File: config.mk
export PLATFORM = sky130hd
export DESIGN_NAME = unified_mem_arbiter_flat
export DESIGN_NICKNAME = d
export VERILOG_FILES = /design/src/rtl/unified_mem_arbiter_pkg.sv /design/src/rtl/unified_mem_arbiter_if.sv /design/src/rtl/unified_mem_arbiter.sv /design/src/flat_wrapper.sv
export SDC_FILE = /design/constraint.sdc
export NUM_CORES = 1
export LEC_CHECK = 0
export CORE_AREA = 2 2 108 110
export DETAILED_ROUTE_END_ITERATION = 10
export DIE_AREA = 0 0 110 112
export GPL_TIMING_DRIVEN = 1
export HOLD_SLACK_MARGIN = 0.1
export MAX_ROUTING_LAYER = met4
export PLACE_DENSITY_LB_ADDON = 0.05
export SLEW_MARGIN = 40
export SYNTH_ARGS = -nofsm -noshare
export SYNTH_HDL_FRONTEND = slang
export SYNTH_SLANG_ARGS = --single-unit
File: constraint.sdc
create_clock -name clk -period 4.1 [get_ports clk]
set_clock_uncertainty 0.15 [all_clocks]
set_input_delay 0.615 -clock clk [delete_from_list [all_inputs] [get_ports clk]]
set_output_delay 0.615 -clock clk [all_outputs]
set_load 0.1 [all_outputs]
File: src/rtl/unified_mem_arbiter_pkg.sv
`default_nettype none
// ============================================================================
// Module      : unified_mem_arbiter_pkg
// Description : Shared state encoding and constants for the IF/MEM arbiter.
// Revision    : 1.0 - initial release
// ============================================================================
package unified_mem_arbiter_pkg;

    typedef enum logic [1:0] {
        ARB_IDLE  = 2'd0,
        ARB_INSTR = 2'd1,
        ARB_DATA  = 2'd2
    } arb_state_t;

    // Instruction fetches are always full-word accesses.
    localparam logic [2:0] F3_WORD = 3'b010;

endpackage : unified_mem_arbiter_pkg
`default_nettype wire

File: src/rtl/unified_mem_arbiter_if.sv
`default_nettype none
// ============================================================================
// Module      : unified_mem_arbiter_if
// Description : Fetch, data and memory-port bundle around the arbiter.
// Revision    : 1.0 - initial release
// ============================================================================
interface unified_mem_arbiter_if
    import unified_mem_arbiter_pkg::*;
#(
    parameter int ADDR_WIDTH = 32,
    parameter int DATA_WIDTH = 32
);
    logic                  i_req;
    logic [ADDR_WIDTH-1:0] i_addr;
    logic [DATA_WIDTH-1:0] i_rdata;
    logic                  i_ack;

    logic                  d_req;
    logic                  d_we;
    logic [ADDR_WIDTH-1:0] d_addr;
    logic [DATA_WIDTH-1:0] d_wdata;
    logic [2:0]            d_funct3;
    logic [DATA_WIDTH-1:0] d_rdata;
    logic                  d_ack;

    logic                  m_req;
    logic                  m_we;
    logic [ADDR_WIDTH-1:0] m_addr;
    logic [DATA_WIDTH-1:0] m_wdata;
    logic [2:0]            m_funct3;
    logic [DATA_WIDTH-1:0] m_rdata;
    logic                  m_ack;

    logic                  stall_if;
    logic                  stall_mem;

    // Arbiter side.
    modport slave (
        input  i_req, i_addr, d_req, d_we, d_addr, d_wdata, d_funct3, m_rdata, m_ack,
        output i_rdata, i_ack, d_rdata, d_ack, m_req, m_we, m_addr, m_wdata, m_funct3,
               stall_if, stall_mem
    );

    // Pipeline and memory side.
    modport master (
        output i_req, i_addr, d_req, d_we, d_addr, d_wdata, d_funct3, m_rdata, m_ack,
        input  i_rdata, i_ack, d_rdata, d_ack, m_req, m_we, m_addr, m_wdata, m_funct3,
               stall_if, stall_mem
    );

endinterface : unified_mem_arbiter_if
`default_nettype wire

File: src/rtl/unified_mem_arbiter.sv
`default_nettype none
// ============================================================================
// Module      : unified_mem_arbiter
// Description : Shares one req/ack memory port between fetch and load/store,
//               data first with a streak limit against fetch starvation.
// Revision    : 1.0 - initial release
// ============================================================================
module unified_mem_arbiter
    import unified_mem_arbiter_pkg::*;
#(
    parameter int ADDR_WIDTH      = 32,
    parameter int DATA_WIDTH      = 32,
    parameter int MAX_DATA_STREAK = 4
)(
    input  wire logic           clk,
    input  wire logic           rst,
    unified_mem_arbiter_if.slave bus
);

    localparam int                    c_STREAK_W   = $clog2(MAX_DATA_STREAK + 1);
    localparam logic [c_STREAK_W-1:0] c_STREAK_MAX = c_STREAK_W'(MAX_DATA_STREAK);
    localparam logic [c_STREAK_W-1:0] c_STREAK_ONE = c_STREAK_W'(1);

    arb_state_t            state_q,    state_d;
    logic [c_STREAK_W-1:0] streak_q,   streak_d;
    logic                  m_req_q,    m_req_d;
    logic                  m_we_q,     m_we_d;
    logic [ADDR_WIDTH-1:0] m_addr_q,   m_addr_d;
    logic [DATA_WIDTH-1:0] m_wdata_q,  m_wdata_d;
    logic [2:0]            m_funct3_q, m_funct3_d;

    always_ff @(posedge clk or negedge rst) begin
        if (!rst) begin
            state_q    <= ARB_IDLE;
            streak_q   <= '0;
            m_req_q    <= 1'b0;
            m_we_q     <= 1'b0;
            m_addr_q   <= '0;
            m_wdata_q  <= '0;
            m_funct3_q <= 3'b000;
        end else begin
            state_q    <= state_d;
            streak_q   <= streak_d;
            m_req_q    <= m_req_d;
            m_we_q     <= m_we_d;
            m_addr_q   <= m_addr_d;
            m_wdata_q  <= m_wdata_d;
            m_funct3_q <= m_funct3_d;
        end
    end

    always_comb begin
        state_d    = state_q;
        streak_d   = streak_q;
        m_req_d    = m_req_q;
        m_we_d     = m_we_q;
        m_addr_d   = m_addr_q;
        m_wdata_d  = m_wdata_q;
        m_funct3_d = m_funct3_q;
        case (state_q)
            ARB_IDLE: begin
                m_req_d = 1'b0;
                // The streak only grows while a fetch waits, and data cannot win
                // once it reaches the limit, so it saturates without a clamp.
                if (bus.d_req && !(bus.i_req && (streak_q == c_STREAK_MAX))) begin
                    state_d    = ARB_DATA;
                    m_req_d    = 1'b1;
                    m_we_d     = bus.d_we;
                    m_addr_d   = bus.d_addr;
                    m_wdata_d  = bus.d_wdata;
                    m_funct3_d = bus.d_funct3;
                    streak_d   = bus.i_req ? (streak_q + c_STREAK_ONE) : '0;
                end else if (bus.i_req) begin
                    state_d    = ARB_INSTR;
                    m_req_d    = 1'b1;
                    m_we_d     = 1'b0;
                    m_addr_d   = bus.i_addr;
                    m_wdata_d  = '0;
                    m_funct3_d = F3_WORD;
                    streak_d   = '0;
                end
            end
            ARB_INSTR, ARB_DATA: begin
                if (bus.m_ack) begin
                    state_d = ARB_IDLE;
                    m_req_d = 1'b0;
                end
            end
            default: begin
                state_d = ARB_IDLE;
                m_req_d = 1'b0;
            end
        endcase
    end

    assign bus.m_req     = m_req_q;
    assign bus.m_we      = m_we_q;
    assign bus.m_addr    = m_addr_q;
    assign bus.m_wdata   = m_wdata_q;
    assign bus.m_funct3  = m_funct3_q;

    // Acks and read data are steered combinationally by the current owner.
    assign bus.i_ack     = bus.m_ack && (state_q == ARB_INSTR);
    assign bus.d_ack     = bus.m_ack && (state_q == ARB_DATA);
    assign bus.i_rdata   = (state_q == ARB_INSTR) ? bus.m_rdata : '0;
    assign bus.d_rdata   = (state_q == ARB_DATA)  ? bus.m_rdata : '0;

    assign bus.stall_if  = bus.i_req && !bus.i_ack;
    assign bus.stall_mem = bus.d_req && !bus.d_ack;

endmodule : unified_mem_arbiter
`default_nettype wire

File: src/flat_wrapper.sv
// flat-port wrapper written by rule: the top's interface ports become plain ports
module unified_mem_arbiter_flat import unified_mem_arbiter_pkg::*;
#(
    parameter int ADDR_WIDTH      = 32,
    parameter int DATA_WIDTH      = 32,
    parameter int MAX_DATA_STREAK = 4
)
  (clk, rst, bus_i_req, bus_i_addr, bus_d_req, bus_d_we, bus_d_addr, bus_d_wdata, bus_d_funct3, bus_m_rdata, bus_m_ack, bus_i_rdata, bus_i_ack, bus_d_rdata, bus_d_ack, bus_m_req, bus_m_we, bus_m_addr, bus_m_wdata, bus_m_funct3, bus_stall_if, bus_stall_mem);
  unified_mem_arbiter_if #(.ADDR_WIDTH(ADDR_WIDTH), .DATA_WIDTH(DATA_WIDTH)) bus_i ();
  input  wire logic clk;
  input  wire logic rst;
  input wire logic [$bits(bus_i.i_req)-1:0] bus_i_req;
  input wire logic [$bits(bus_i.i_addr)-1:0] bus_i_addr;
  input wire logic [$bits(bus_i.d_req)-1:0] bus_d_req;
  input wire logic [$bits(bus_i.d_we)-1:0] bus_d_we;
  input wire logic [$bits(bus_i.d_addr)-1:0] bus_d_addr;
  input wire logic [$bits(bus_i.d_wdata)-1:0] bus_d_wdata;
  input wire logic [$bits(bus_i.d_funct3)-1:0] bus_d_funct3;
  input wire logic [$bits(bus_i.m_rdata)-1:0] bus_m_rdata;
  input wire logic [$bits(bus_i.m_ack)-1:0] bus_m_ack;
  output wire logic [$bits(bus_i.i_rdata)-1:0] bus_i_rdata;
  output wire logic [$bits(bus_i.i_ack)-1:0] bus_i_ack;
  output wire logic [$bits(bus_i.d_rdata)-1:0] bus_d_rdata;
  output wire logic [$bits(bus_i.d_ack)-1:0] bus_d_ack;
  output wire logic [$bits(bus_i.m_req)-1:0] bus_m_req;
  output wire logic [$bits(bus_i.m_we)-1:0] bus_m_we;
  output wire logic [$bits(bus_i.m_addr)-1:0] bus_m_addr;
  output wire logic [$bits(bus_i.m_wdata)-1:0] bus_m_wdata;
  output wire logic [$bits(bus_i.m_funct3)-1:0] bus_m_funct3;
  output wire logic [$bits(bus_i.stall_if)-1:0] bus_stall_if;
  output wire logic [$bits(bus_i.stall_mem)-1:0] bus_stall_mem;
  assign bus_i.i_req = bus_i_req;
  assign bus_i.i_addr = bus_i_addr;
  assign bus_i.d_req = bus_d_req;
  assign bus_i.d_we = bus_d_we;
  assign bus_i.d_addr = bus_d_addr;
  assign bus_i.d_wdata = bus_d_wdata;
  assign bus_i.d_funct3 = bus_d_funct3;
  assign bus_i.m_rdata = bus_m_rdata;
  assign bus_i.m_ack = bus_m_ack;
  assign bus_i_rdata = bus_i.i_rdata;
  assign bus_i_ack = bus_i.i_ack;
  assign bus_d_rdata = bus_i.d_rdata;
  assign bus_d_ack = bus_i.d_ack;
  assign bus_m_req = bus_i.m_req;
  assign bus_m_we = bus_i.m_we;
  assign bus_m_addr = bus_i.m_addr;
  assign bus_m_wdata = bus_i.m_wdata;
  assign bus_m_funct3 = bus_i.m_funct3;
  assign bus_stall_if = bus_i.stall_if;
  assign bus_stall_mem = bus_i.stall_mem;
  unified_mem_arbiter #(.ADDR_WIDTH(ADDR_WIDTH), .DATA_WIDTH(DATA_WIDTH), .MAX_DATA_STREAK(MAX_DATA_STREAK)) u_core (.clk(clk), .rst(rst), .bus(bus_i));
endmodule
# --- After elaboration in Yosys (flattened, before gate mapping) ---
# Index checks and enable logic that the tools add are counted.
op_classes:
  n_eq_ne: 5
  n_reduce_logical: 14
  mux: 21
  addsub: 1
ops:
  columns: ["cell", "count"]
  rows:
  - ["2-to-1 mux 32 bit", 6]
  - ["2-to-1 mux 3 bit", 5]
  - ["logical AND 1 bit", 6]
  - ["2-to-1 mux 2 bit", 3]
  - ["2-to-1 mux 1 bit", 5]
  - ["case mux 2 bit (2 select lines)", 1]
  - ["AND reduction 2 bit", 2]
  - ["adder 3 x 1 -> 3 bit, second input constant", 1]
  - ["equality test 3 bit, second input constant", 1]
  - ["zero test 1 bit", 3]
  - ["inequality test 3 x 2 -> 1 bit, second input constant", 1]
  - ["equality test 2 x 1 -> 1 bit, second input constant", 1]
  - ["equality test 2 bit, second input constant", 1]
  - ["zero test 2 bit", 1]
  - ["inequality test 2 bit, second input constant", 1]
  - ["case mux 1 bit (2 select lines)", 1]
  - ["nonzero test 2 bit", 1]
  - ["OR reduction 2 bit", 1]
word_totals:
  reg_bits: 74
  word_cells: 48
  inputBits: 137

# --- Depth between registers and ports, before layout ---
# Gate-level depths: netlist of run 1.
depth:
  ltp_word: 6
  ltp_mapped: 7
  ltp_nobuf: 5

# --- Least setup slack after synthesis of run 1 ---
# Ideal clock, no wire load.
synth_path:
  kind: "reg2out"
  start: "register u_core.state_q[0]"
  end: "output port bus_stall_mem"
  required_time_ns: 3.335
  slack_ns: 0.687
  n_path_buf: 0
  t_arrival_ns: 2.648
  stages_incl_launch_ff: 5
  path_cell_list: "dfrtp_1 > inv_1 > ha_1 > and2_1 > nor2b_1"
synth_via:
  elab_chain_len: 4
synth_lines:
  columns: ["item", "line_no", "rtl"]
  rows:
  - ["from (decl)", "unified_mem_arbiter.sv:24", "arb_state_t state_q, state_d;"]
  - ["from (signal assigned)", "unified_mem_arbiter.sv:42", "state_q <= state_d;"]
  - ["equality test 2 bit", "unified_mem_arbiter.sv:104", "assign bus.d_ack = bus.m_ack && (state_q == ARB_DATA);"]
  - ["logical AND 1 bit", "unified_mem_arbiter.sv:104", null]
  - ["via bus_d_ack", "flat_wrapper.sv:24", "output wire logic [$bits(bus_i.d_ack)-1:0] bus_d_ack;"]
  - ["zero test 1 bit", "unified_mem_arbiter.sv:109", "assign bus.stall_mem = bus.d_req && !bus.d_ack;"]
  - ["logical AND 1 bit", "unified_mem_arbiter.sv:109", null]
  - ["to (decl)", "flat_wrapper.sv:31", "output wire logic [$bits(bus_i.stall_mem)-1:0] bus_stall_mem;"]
# The timed path passes the listed nets, and every way through them passes these cells.

# --- Final worst setup path of run 1 ---
layout_path:
  start: "input port bus_d_req"
  end: "output port bus_stall_mem"
layout_via:
  elab_chain_len: 1
layout_lines:
  columns: ["item", "line_no", "rtl"]
  rows:
  - ["from (decl)", "flat_wrapper.sv:14", "input wire logic [$bits(bus_i.d_req)-1:0] bus_d_req;"]
  - ["logical AND 1 bit", "unified_mem_arbiter.sv:109", null]
# No other way between the ends.

==> run summary, run 1 <==
status = finished, final reports clean
critical path launch point type = input pin
max layer used = met4
Top FF cell, synth = dfrtp_1
Post-Synth XOR/XNOR Area = 0
Iteration-0 DRC Markers = 287
worst hold path class = input pin to asynchronous set/reset pin
sequential cell area fraction in the yosys report = 0.476
Die ar. = 12300 um2
Hold-fix buffers, CTS = 0
Netlist cell types = 29
Synth Register Bits = 74
Rows = 39
Ys Warns = 0
hold_ws = 0.132 ns
Slew @ Worst Pin = 0.705 ns
TritonCTS clock tree = yes
final setup fails = 0
DP HPWL = 10100 um
Synth Area in Adders = 0.0161
Synth Area in Compound Gates = 0.200
Net Count, Synth = 519
mux contribution to synthesized area = 0
Critical Path Fanout Max = 18
Achievable Freq = 355 MHz
area delta synth->final = 65.1%
max-slew violations = 0
Final min period = 2.82 ns
Post-CTS Setup Repair Bufs = 0
final hold violation count = 0
CTS-repair resized insts = 0
top cells by area, synth = dfrtp_1, and2_1, o211ai_2, a22o_1, nand2_1
detailed-route DRC error count = 0
area share of the largest cell type after synthesis = 0.476
Final ANT Viol Nets = 0
CTS buffer count = 9
# IOs = 274
Final Cell Area = 6420 um2
RSZ-0062 raised after global routing = false
Die Wd = 110 um
mean post-synth cell area = 10.3 um2
crit path DAT = 2.05 ns
nets = 770
share of layout cells above drive strength 1 = 0.306
DR vias = 3869
CP Class = input pin to output pin
Worst-Skew Late Latency = 0.32 ns
vias per cell = 4.99
metal1 wirelength = 5260 um
first-pass GRT wire length = 20400 um
RePlAce Congestion = 0.785
vias in the first global route = 3794
MaxCap Viol Count = 0
CTS H-tree lvls = 3
relative slew slack = 0.529
drt first pass iters = 4
Critical Path RT = 3.34 ns
pin count of the biggest net entering global routing = 75
clk sinks = 74
final wirelength = 13700 um
main combinational cell family by area after synthesis = simple AND/OR/NAND/NOR gates
final period utilization = 0.687
initial core utilization = 0.348
PortBufs = 273
asr flop ratio synth = 1.00
final setup TNS = 0 ns
Total GRT Usage = 0.222
number of synthesized flops with an enable pin = 0
clock tree buffer depth = 2
WL met3 = 1150 um
met2 wire length = 7020 um
post-DR wirelength/cell = 17.6 um
Cell Area, Synth = 3890 um2
diodes inserted = 0
post-synth top area cell = dfrtp_1
GR Overflow Total = 0
Core Area = 11200 um2
Synth Area in Simple Gates = 0.248
root buf cell = clkbuf_16
Critical Path End Type = output pin
Clock Pin Slew Worst Setup and Hold Paths = 0.07 ns
Post-Syn Instances = 377
Die Span Y = 112 um
initial antenna violation count = 0
Post-DP Area = 6120 um2
==> critical path, cell delays in order <==
cell             delay [ns]
clkdlybuf4s50_1        0.92
nor2b_1                0.30
buf_12                 0.20
==> layout by cell type (no fill, tap or decap) <==
cell type	instances
clkdlybuf4s50_1	135
a32o_1	2
clkbuf_16	9
o31ai_1	1
ha_1	2
clkinv_2	1
inv_8	2
inv_1	4
o22ai_1	1
a22o_1	35
nand4_1	32
a31o_1	1
buf_4	70
nor2_1	4
o21a_1	1
o21ai_1	1
o211ai_2	29
buf_2	69
nand4b_1	1
buf_12	2
o211ai_1	3
nor2b_1	3
and2_4	1
and2_1	67
buf_6	1
a22oi_1	1
and3_4	1
a21oi_1	1
ha_2	3
dfrtp_1	74
nand2b_1	1
clkinvlp_4	2
o21ai_4	1
nand3_1	2
inv_6	2
nand3_4	1
nand2_1	67
==> cells in the mapped netlist, drive strengths merged (4+ instances only) <==
library cell / n
dfrtp: 74
and2: 68
nand2: 67
a22o: 35
nand4: 32
o211ai: 32
buf: 20
clkbuf: 17
ha: 5
inv: 4
nor2: 4
==> layout make-up <==
class,instances,area (um2)
fill,1013,4760
timing repair buffer,277,2270
sequential,74,1850
multi-input combinational,262,1810
clock buffer,9,225
tap,143,179
clock inverter,7,60.1
inverter,4,15.0
==> flip-flops by register name, summed over array words and instances (netlist names) <==
name and count:
u_core.bus.m_we 1, u_core.bus.m_addr 32, u_core.state_q 2, u_core.bus.m_req 1, u_core.streak_q 3, u_core.bus.m_funct3 3, u_core.bus.m_wdata 32
==> through the flow <==
stage                     cells  utilization  setup WS, ns
after floorplan             377            -         0.687
after global placement      760        0.579          1.02
after detailed placement    760        0.548          1.21
after CTS                   776        0.574          1.15
after global routing        776        0.574          1.19
final                       776        0.574          1.28
==> kinds of logic after synthesis <==
logic type,count (synthesis)
flops,74
simple gates,180
buf+inv,41
compound gates,77
fa+ha+maj,5
==> final timing paths <==
check / startpoint / slack [ns] / depth (start not counted) / to
hold reg to reg: u_core.bus.m_addr[7] / 0.34 / 2 / u_core.bus.m_addr[7]
setup reg to reg: u_core.state_q[1] / 1.82 / 5 / u_core.streak_q[1]
hold / removal: rst / 0.13 / 1 / u_core.bus.m_addr[15]
min in group clk: u_core.bus.m_addr[7] / 0.34 / 2 / u_core.bus.m_addr[7]
max in group asynchronous: rst / 3.16 / 1 / u_core.bus.m_wdata[27]
setup / recovery: bus_d_req / 1.28 / 3 / bus_stall_mem
==> per-layer routing <==
| layer | global-route usage | up-vias |
|---|---|---|
| met2 | 0.387 | 180 |
| li1 | - | 1833 |
| met5 | - | - |
| met4 | 0.0582 | 0 |
| met1 | 0.250 | 1837 |
| met3 | 0.0544 | 19 |
Power of run 1 is left out: the tool's default activity adds up to more than one toggle a clock period on the data nets, which glitch-free logic cannot reach.
==> run 2, diff against run 1 <==
CORE_AREA = not set   (was 2 2 108 110)
CORE_MARGIN = 2   (was not set)
CORE_UTILIZATION = 35   (was not set)
DIE_AREA = not set   (was 0 0 110 112)
clock period = 2.9 ns   (was 4.1 ns; I/O delays follow)
==> run 2 against run 1 <==
Wire length grew 4.5%. Via count up 3.7%. Sequential cell count is the same. Register-to-register slack got worse by 1.1 ns. Global-route usage grew 2.0 points. Count of clock-buffer cells in the layout rose by 3. Die area is 2.9% lower. Critical path type is now register to output pin. Highest routed layer unchanged.
==> run summary, run 2 (same netlist as run 1, synthesis figures left out) <==
relative slew slack = 0.539
family with the most delay on the worst path = buffers and inverters
Die ar. = 12000 um2
multi-input logic area = 1810 um2
Iteration-0 DRC Markers = 233
RePlAce Congestion = 0.877
final period utilization = 0.909
Rows = 38
vias per cell = 5.12
area delta synth->final = 92.1%
first-pass GRT wire length = 21400 um
pin count of the biggest net entering global routing = 75
Storage cell area = 1850 um2
worst-path cell chain = inv_1 > ha_1 > buf_4 > and2_1 > buf_12
Die Span Y = 109 um
crit-path max cell delay = 0.50 ns
Critical Path RT = 2.32 ns
Slowest-stage cell, CP = ha_1
DR vias = 4012
TritonCTS clock tree = yes
r2r worst-path depth = 4
final setup fails = 0
max-slew violations = 0
CTS H-tree lvls = 3
critical path launch point type = register
drt first pass iters = 6
RSZ-0062 raised after global routing = false
Worst-Skew Late Latency = 0.34 ns
CTS buffer count = 9
vias in the first global route = 4150
# IOs = 274
initial antenna violation count = 0
CP Class = register to output pin
fill count = 798
root buf cell = clkbuf_8
DP HPWL = 11200 um
final setup TNS = 0 ns
Crit path depth = 5
post-DR wirelength/cell = 18.2 um
Post-CTS Setup Repair Bufs = 0
Core Area = 10800 um2
crit path DAT = 2.05 ns
share of layout cells above drive strength 1 = 0.312
worst hold path class = register to register
diodes inserted = 0
Final ANT Viol Nets = 0
PortBufs = 273
MaxCap Viol Count = 0
Die Wd = 109 um
Final min period = 2.64 ns
Clock Pin Slew Worst Setup and Hold Paths = 0.08 ns
clock tree buffer depth = 2
Achievable Freq = 379 MHz
commonest non-fill, non-tap cell in the layout = clkdlybuf4s50_1
Total GRT Usage = 0.242
clk sinks = 74
final hold violation count = 0
most frequent cells in the layout = clkdlybuf4s50_1, buf_4, dfrtp_1, buf_12
Slew @ Worst Pin = 0.692 ns
final wirelength = 14300 um
status = finished, final reports clean
CP Buf/Inv Count = 3
initial core utilization = 0.358
GR Overflow Total = 0
detailed-route DRC error count = 0
nets = 781
Critical Path End Type = output pin
Hold Crit Depth = 2
Critical Path Fanout Max = 17
==> run 2: stage by stage <==
stage                     hold slack (ns)  cells  instance area (um2)   util  setup slack (ns)
after detailed placement            0.332    767                 7210  0.665             0.413
after floorplan                   -0.0106    377                 3890      -             0.189
after CTS                           0.350    784                 7460  0.689             0.216
after global routing                0.364    784                 7460  0.689            0.0958
final                               0.347    784                 7460  0.689             0.264
after global placement              0.325    767                 7210  0.665             0.480
==> run 2: tightest hold or removal path, stage by stage, from the launching register on <==
cell and delay [ns]:
dfrtp_1 0.35, nand2_1 0.06, o211ai_2 0.05
==> run 2: timing repair <==
action / in CTS / in global routing
hold buffers: 1 / 0
hold endpoints to repair: 74 / 0
resized for setup: 0 / 0
==> run 2: final cells by class <==
class	count	share of cell area
Clock buffer	12	0.0194
Clock inverter	4	0.0132
Inverter	4	0.00201
Multi-Input combinational cell	262	0.242
Sequential cell	74	0.248
Tap cell	140	0.0235
Timing Repair Buffer	288	0.451
==> run 2: final timing paths <==
kind | endpoint | start | slack (ns)
setup / recovery | bus_i_rdata[9] | u_core.state_q[1] | 0.26
hold / removal | u_core.bus.m_addr[9] | u_core.bus.m_addr[9] | 0.35
setup reg to reg | u_core.bus.m_wdata[12] | u_core.state_q[0] | 0.71
hold reg to reg | u_core.bus.m_addr[9] | u_core.bus.m_addr[9] | 0.35
max in group asynchronous | u_core.bus.m_addr[14] | rst | 1.60
min in group asynchronous | u_core.bus.m_wdata[25] | rst | 0.50
==> run 2: per-layer routing <==
| metal | wire [um] | share of wire | vias to the layer above | global-route usage |
|---|---|---|---|---|
| li1 | - | - | 1854 | - |
| met1 | 5450 | 0.38 | 1937 | 0.276 |
| met2 | 7130 | 0.50 | 194 | 0.406 |
| met3 | 1280 | 0.090 | 27 | 0.0729 |
| met5 | 0 | 0 | - | - |
| met4 | 408 | 0.029 | 0 | 0.0832 |
Power of run 2 is left out for the same reason.
